$ cat config.mk
export PLATFORM = sky130hd
export DESIGN_NAME = fsm_rr_arbiter
export DESIGN_NICKNAME = d
export VERILOG_FILES = /design/src/rtl/fsm_rr_arbiter_pkg.sv /design/src/rtl/fsm_rr_arbiter_rr_pick.sv /design/src/rtl/fsm_rr_arbiter.sv
export SDC_FILE = /design/constraint.sdc
export NUM_CORES = 1
export LEC_CHECK = 0
export CAP_MARGIN = 20
export CORE_ASPECT_RATIO = 0.75
export CORE_UTILIZATION = 50
export CTS_CLUSTER_DIAMETER = 60
export DETAILED_ROUTE_END_ITERATION = 7
export PLACE_DENSITY = 0.78
export RECOVER_POWER = 50
export SLEW_MARGIN = 20
export SYNTH_ARGS = -nofsm -noshare
export SYNTH_HDL_FRONTEND = slang
export SYNTH_SLANG_ARGS = --single-unit
$ cat constraint.sdc
create_clock -name clk -period 2.17 [get_ports clk]
set_input_delay 0.651 -clock clk [delete_from_list [all_inputs] [get_ports clk]]
set_output_delay 0.651 -clock clk [all_outputs]
set_load 0.05 [all_outputs]
$ cat src/rtl/fsm_rr_arbiter_pkg.sv
// Shared definitions for the round-robin arbiter: FSM state encoding,
// hold-counter width and a modulo-increment helper for the rotating pointer.
package fsm_rr_arbiter_pkg;

  typedef enum logic {
    ST_IDLE  = 1'b0,
    ST_GRANT = 1'b1
  } arb_state_e;

  localparam int CNT_W = 8;

  function automatic int wrap_inc(input int v, input int n);
    return (v + 1) % n;
  endfunction

endpackage

$ cat src/rtl/fsm_rr_arbiter_rr_pick.sv
// Rotating-priority encoder: first set request bit scanning ptr, ptr+1, ..
// with wrap-around. Purely combinational.
module rr_pick #(
  parameter int N = 4,
  parameter int W = 2
) (
  input  logic [N-1:0] req,
  input  logic [W-1:0] ptr,
  output logic [W-1:0] pick,
  output logic         any
);

  logic [W-1:0] idx;

  // Scan from the far end back towards ptr so the last hit is the closest one.
  always_comb begin
    pick = '0;
    any  = 1'b0;
    idx  = '0;
    for (int i = N - 1; i >= 0; i--) begin
      idx = W'((int'(ptr) + i) % N);
      if (req[idx]) begin
        pick = idx;
        any  = 1'b1;
      end
    end
  end

endmodule

$ cat src/rtl/fsm_rr_arbiter.sv
// Round-robin arbiter FSM sharing one downstream sequence detector among N
// requesters, with a hold limit per owner and a one-cycle hand-over gap.
module fsm_rr_arbiter
  import fsm_rr_arbiter_pkg::*;
#(
  parameter int N        = 4,
  parameter int MAX_HOLD = 8
) (
  input  logic                 clk,
  input  logic                 reset,
  input  logic [N-1:0]         req,
  output logic [N-1:0]         gnt,
  output logic [$clog2(N)-1:0] owner,
  output logic                 busy,
  output logic                 expired
);

  localparam int W = $clog2(N);

  arb_state_e       state, state_nxt;
  logic [W-1:0]     ptr, ptr_nxt;
  logic [CNT_W-1:0] hold_cnt, hold_cnt_nxt;
  logic [N-1:0]     gnt_nxt;
  logic [W-1:0]     owner_nxt;
  logic             busy_nxt;
  logic             expired_nxt;
  logic [W-1:0]     pick;
  logic             any;

  rr_pick #(.N(N), .W(W)) u_pick (
    .req  (req),
    .ptr  (ptr),
    .pick (pick),
    .any  (any)
  );

  always_ff @(posedge clk or posedge reset) begin
    if (reset) begin
      state    <= ST_IDLE;
      ptr      <= '0;
      hold_cnt <= '0;
      gnt      <= '0;
      owner    <= '0;
      busy     <= 1'b0;
      expired  <= 1'b0;
    end else begin
      state    <= state_nxt;
      ptr      <= ptr_nxt;
      hold_cnt <= hold_cnt_nxt;
      gnt      <= gnt_nxt;
      owner    <= owner_nxt;
      busy     <= busy_nxt;
      expired  <= expired_nxt;
    end
  end

  always_comb begin
    state_nxt    = state;
    ptr_nxt      = ptr;
    hold_cnt_nxt = hold_cnt;
    gnt_nxt      = gnt;
    owner_nxt    = owner;
    busy_nxt     = busy;
    expired_nxt  = 1'b0;
    case (state)
      ST_IDLE: begin
        gnt_nxt   = '0;
        owner_nxt = '0;
        busy_nxt  = 1'b0;
        if (any) begin
          state_nxt     = ST_GRANT;
          gnt_nxt[pick] = 1'b1;
          owner_nxt     = pick;
          busy_nxt      = 1'b1;
          hold_cnt_nxt  = CNT_W'(1);
        end
      end
      ST_GRANT: begin
        // Release wins over expiry when both happen on the same edge.
        if (!req[owner] || (hold_cnt >= CNT_W'(MAX_HOLD))) begin
          state_nxt    = ST_IDLE;
          gnt_nxt      = '0;
          owner_nxt    = '0;
          busy_nxt     = 1'b0;
          hold_cnt_nxt = '0;
          ptr_nxt      = W'(wrap_inc(int'(owner), N));
          expired_nxt  = req[owner];
        end else begin
          hold_cnt_nxt = hold_cnt + CNT_W'(1);
        end
      end
      default: begin
        state_nxt = ST_IDLE;
        gnt_nxt   = '0;
        owner_nxt = '0;
        busy_nxt  = 1'b0;
      end
    endcase
  end

endmodule

Word-level counts from Yosys, hierarchy flattened:

Index checks and enable logic that the tools add are counted.

* register bits after elaboration: 19
* input bits: 6
* word-level logic and storage cells: 63

* add/subtract/negate cells: 5
* order comparisons: 8
* equal/unequal tests: 2
* multiplexer cells: 36
* bitwise gates (word level): 1
* reductions and logical operators: 4

Operators with widths (number)
* < comparator 2 x 3 -> 1 bit (second input constant): 6
* two-way mux 8 bit: 2
* case mux 8 bit (2 select lines): 1
* two-way mux 1 bit: 15
* two-way mux 2 bit: 6
* binary-select mux 1 bit (select 2 bit): 5
* adder 8 x 1 -> 8 bit (second input constant): 1
* greater-or-equal comparator 8 x 4 -> 1 bit (second input constant): 1
* two-way mux 4 bit: 2
* case mux 4 bit (2 select lines): 1
* adder 2 x 1 -> 2 bit (second input constant): 2
* adder 2 bit (second input constant): 2
* case mux 1 bit (2 select lines): 2
* case mux 2 bit (2 select lines): 1
* demux 1 bit (select 2 bit): 1
* greater-or-equal comparator 2 x 1 -> 1 bit (second input constant): 1
* inequality test 2 x 1 -> 1 bit (second input constant): 1
* inequality test 2 bit (second input constant): 1
* AND reduction 2 bit: 1
* logical AND 1 bit: 1
* logical NOT 1 bit: 1
* logical OR 1 bit: 1
* inverter 1 bit: 1

Longest topological paths before layout:

* depth in word-level cells: 13
* mapped depth: 5
* mapped depth without buffers: 4

By module:

From an unflattened synthesis, not the netlist that was laid out.

* cell total of the unflattened synthesis: 89
* area total of the unflattened synthesis: 935.9 µm²

Modules (own cells, without submodules)
* fsm_rr_arbiter: instances 1, cells an instance 76, area each 858.3 µm²
* rr_pick: instances 1, cells an instance 13, area each 77.6 µm²

Least setup slack after synthesis:

OpenSTA, ideal clock, no wires.

* path kind: reg-to-reg
* start point: register owner[1]
* end point: register owner[0]
* library setup time: 0.121 ns
* arrival: 1.820 ns
* required time: 2.049 ns
* slack: 0.229 ns
* stages on the path, launching flop included: 5
* path buffers: 1
* clock period less this slack: 1.941 ns
* cell sequence: dfrtp_1 > mux4_2 > and4_1 > buf_6 > a22o_1

* cells in the longest elaborated chain, start to end: 5

Ends and longest elaborated chain
* from (decl): line fsm_rr_arbiter.sv:13 `output logic [$clog2(N)-1:0] owner,`
* from (signal assigned): line fsm_rr_arbiter.sv:51 `owner <= owner_nxt;`
* binary-select mux 1 bit (select 2 bit): line fsm_rr_arbiter.sv:80 `if (!req[owner] || (hold_cnt >= CNT_W'(MAX_HOLD))) begin`
* two-way mux 1 bit (not written as such): line fsm_rr_arbiter.sv:80
* logical NOT 1 bit: line fsm_rr_arbiter.sv:80
* logical OR 1 bit: line fsm_rr_arbiter.sv:80
* inequality test 2 x 1 -> 1 bit (no source line)

Every way passes these cells. The select of a mux whose other input is x is not followed.
A chain may end at the register's enable or synchronous reset.

Final worst setup path:

* start point: register gnt[1]
* end point: output gnt[1]

RTL lines
* from (decl): line fsm_rr_arbiter.sv:12 `output logic [N-1:0] gnt,`
* from (signal assigned): line fsm_rr_arbiter.sv:50 `gnt <= gnt_nxt;`

No word-level cell between the ends.

==> impl_metrics.env <==
export IMPL_hp_class="reg2reg"
export IMPL_grtUsageTotal=0.254
export IMPL_critPathMaxFanout=2
export IMPL_arrival_ps=1480
export IMPL_drt_pass1_iterations=4
export IMPL_post_synth_top_count_cell="dfrtp_1"
export IMPL_cp_end_kind="output pin"
export IMPL_wl_per_cell_microns=15.2
export IMPL_setup_tns_final_ps=0
export IMPL_path_clk_slew_ps=100
export IMPL_switching_share=0.454
export IMPL_p_switching_uw=665
export IMPL_antenna_left=0
export IMPL_p_clk_frac=0.121
export IMPL_sequentialPowerShare=0.395
export IMPL_criticalPathCategory="reg2out"
export IMPL_worst_pin_slew_ps=1010
export IMPL_yosys_warnings=0
export IMPL_setup_viol=0
export IMPL_dpl_worst_slack_ps=-208
export IMPL_port_buffers=13
export IMPL_syn_area_per_cell_sq_um=10.4
export IMPL_slowest_stage="clkdlybuf4s50_1"
export IMPL_max_slew_margin=0.324
export IMPL_wl_mm=1.97
export IMPL_netlist_top_cells_area="dfrtp_1 (53%), a21oi_1 (4.5%), nand2_1 (3.8%)"
export IMPL_ys_types=29
export IMPL_path_buf_inv=1
export IMPL_detailed_place_hpwl_mm=1.49
export IMPL_clock_skew_ps=4.59
export IMPL_yosys_area_top_type="dfrtp_1"
export IMPL_postCtsHoldBufs=0
export IMPL_drc_errors=0
export IMPL_crit_family="buffers and inverters"
export IMPL_drv_cap=0
export IMPL_root_buffer="clkbuf_4"
export IMPL_p_leak_uw=0.000522
export IMPL_floorplan_core_area_sq_um=1580
export IMPL_synth_nets=94
export IMPL_p_comb_frac=0.484
export IMPL_drive_gt1_frac=0.128
export IMPL_max_clock_freq_mhz=470
export IMPL_netlist_area_sq_um=892
export IMPL_chipHeight_microns=38.6
export IMPL_placed_area_sq_um=1090
export IMPL_cp_start_kind="register"
export IMPL_grt_overflow=0
export IMPL_antenna_found_initial=0
export IMPL_final_nets=118
export IMPL_internal_power_uw=799
export IMPL_seq_area_frac_synth=0.533
export IMPL_slowest_delay_ps=810
export IMPL_dp_cells=126
export IMPL_num_antenna_cells=0
export IMPL_netlist_instances=86
export IMPL_crit_chain="clkdlybuf4s50_1"
export IMPL_max_clock_path_buffers=2
export IMPL_num_vias=726
export IMPL_synth_common_cells="dfrtp_1 (19), nand2_1 (9), a21oi_1 (8), nor2_1 (8), inv_1 (6)"
export IMPL_gp_congestion=0.755
export IMPL_rsz0062_at_grt="no"
export IMPL_hold_violations=0
export IMPL_crit_required_ps=1520
export IMPL_synth_top_area_share=0.533
export IMPL_final_cell_area_sq_um=1110
export IMPL_fin_crit_sh=0.980
export IMPL_grt_max_degree=20
export IMPL_insertion_delay_ps=300
export IMPL_vdd_ir_drop_max_mv=0.933
export IMPL_ys_flop_type="dfrtp_1"
export IMPL_cts_setup_buffers=0
export IMPL_dieArea_sq_um=1960
export IMPL_ys_seq_elements=19
export IMPL_stdcell_count=130
export IMPL_fin_crit_ps=2130
export IMPL_viasPerCell=5.58
export IMPL_drv_slew=0
export IMPL_floorplan_initialDensity=0.566
export IMPL_power_density_nw_per_um2=1320
export IMPL_io_pin_count=14
export IMPL_rows=12
export IMPL_drt_iter0_markers=18
export IMPL_outcome="complete, no violations"
export IMPL_r2r_slack_ps=490
export IMPL_die_x_microns=50.8
export IMPL_numClockSinks=19
export IMPL_synth_edf_count=0
export IMPL_setup_ws_ps=43.9
export IMPL_cts_buffers=3
export IMPL_grt_pass1_vias=738
export IMPL_asyncSetResetFlopFracSynth=1.00
export IMPL_syn_to_final_growth_pct=24.4
export IMPL_grt_pass1_wl_mm=3.41
export IMPL_cts_tree="yes"
export IMPL_h_tree_depth=1
registers in the layout (all words and copies together), names as in the netlist:
name and flops:
hold_cnt 8, expired 1, owner 2, busy 1, ptr 2, state 1, gnt 4
logic make-up (layout without fill, tap and decap cells):
| kind of cell | Yosys count | after routing | synth area share |
|---|---|---|---|
| flops | 19 | 19 | 0.533 |
| fa+ha+maj | 2 | 2 | 0.0280 |
| compound gates | 23 | 23 | 0.178 |
| buf+inv | 9 | 32 | 0.0463 |
| mux | 2 | 2 | 0.0365 |
| xor+xnor | 1 | 1 | 0.00982 |
| simple gates | 30 | 30 | 0.168 |
worst reg2reg max path, stage by stage, from the launching register on:
cell     delay [ps]
dfrtp_1         450
mux4_2          560
and4_1          310
a22o_1          260
through the flow:
| stage | hold WS (ps) | utilization | total power (uW) |
|---|---|---|---|
| floorplan | 478 | - | 1070 |
| global placement | 463 | 0.693 | 1280 |
| detailed placement | 468 | 0.693 | 1310 |
| CTS | 492 | 0.710 | 1490 |
| global route | 510 | 0.704 | 1560 |
| finish | 487 | 0.704 | 1460 |
worst paths after layout:
| kind | startpoint | end | depth (start not counted) |
|---|---|---|---|
| setup / recovery | gnt[1]$_DFFE_PP0P_ | gnt[1] | 1 |
| hold / removal | busy$_DFFE_PP0P_ | busy$_DFFE_PP0P_ | 1 |
| setup reg to reg | owner[1]$_DFFE_PP0P_ | owner[0]$_DFFE_PP0P_ | 3 |
| hold reg to reg | busy$_DFFE_PP0P_ | busy$_DFFE_PP0P_ | 1 |
| max in group asynchronous | reset | state$_DFF_PP0_ | 3 |
| min in group asynchronous | reset | hold_cnt[2]$_DFFE_PP0P_ | 3 |
final cells by class:
cell class                 count  area, sq um
timing repair buffer          22          184
multi-input combinational     58          375
inverter                       6         22.5
clock buffer                   4         26.3
sequential                    19          475
tap                           21         26.3
fill                         121          467
cells in the final DEF (no fill, tap or decap), types with 2 or more instances in the layout:
cell,netlist,routed
a21oi_1,8,8
a22o_1,2,2
a32o_1,2,2
and3_1,2,2
and4_1,2,2
buf_4,0,8
clkbuf_1,2,4
clkbuf_4,0,3
clkdlybuf4s50_1,0,9
dfrtp_1,19,19
ha_1,2,2
inv_1,6,6
nand2_1,9,9
nor2_1,8,8
nor3_1,2,2
nor4_1,2,2
o21a_1,2,2
o21ai_0,3,3
o31ai_1,2,2
timing repair:
item / in CTS / in global routing
hold endpoints to repair: 0 / 0
resized for setup: 0 / 1
endpoints found under the setup margin: 0 / 1
power groups by stage:
| stage | registers [uW] | clock network [uW] | logic [uW] |
|---|---|---|---|
| CTS | 578 | 182 | 729 |
| global placement | 577 | 0 | 702 |
| floorplan | 717 | 0 | 355 |
| finish | 578 | 177 | 708 |
| global route | 597 | 193 | 771 |
| detailed placement | 583 | 0 | 725 |
per-layer routing:
layer | wire length, microns | up-vias | global-route usage
met4 | 21 | 0 | 0.0833
met5 | 0 | - | 0
li1 | - | 357 | -
met2 | 909 | 19 | 0.433
met3 | 89 | 4 | 0.0706
met1 | 949 | 346 | 0.317
No activity file was read; power rests on OpenSTA's default activity.
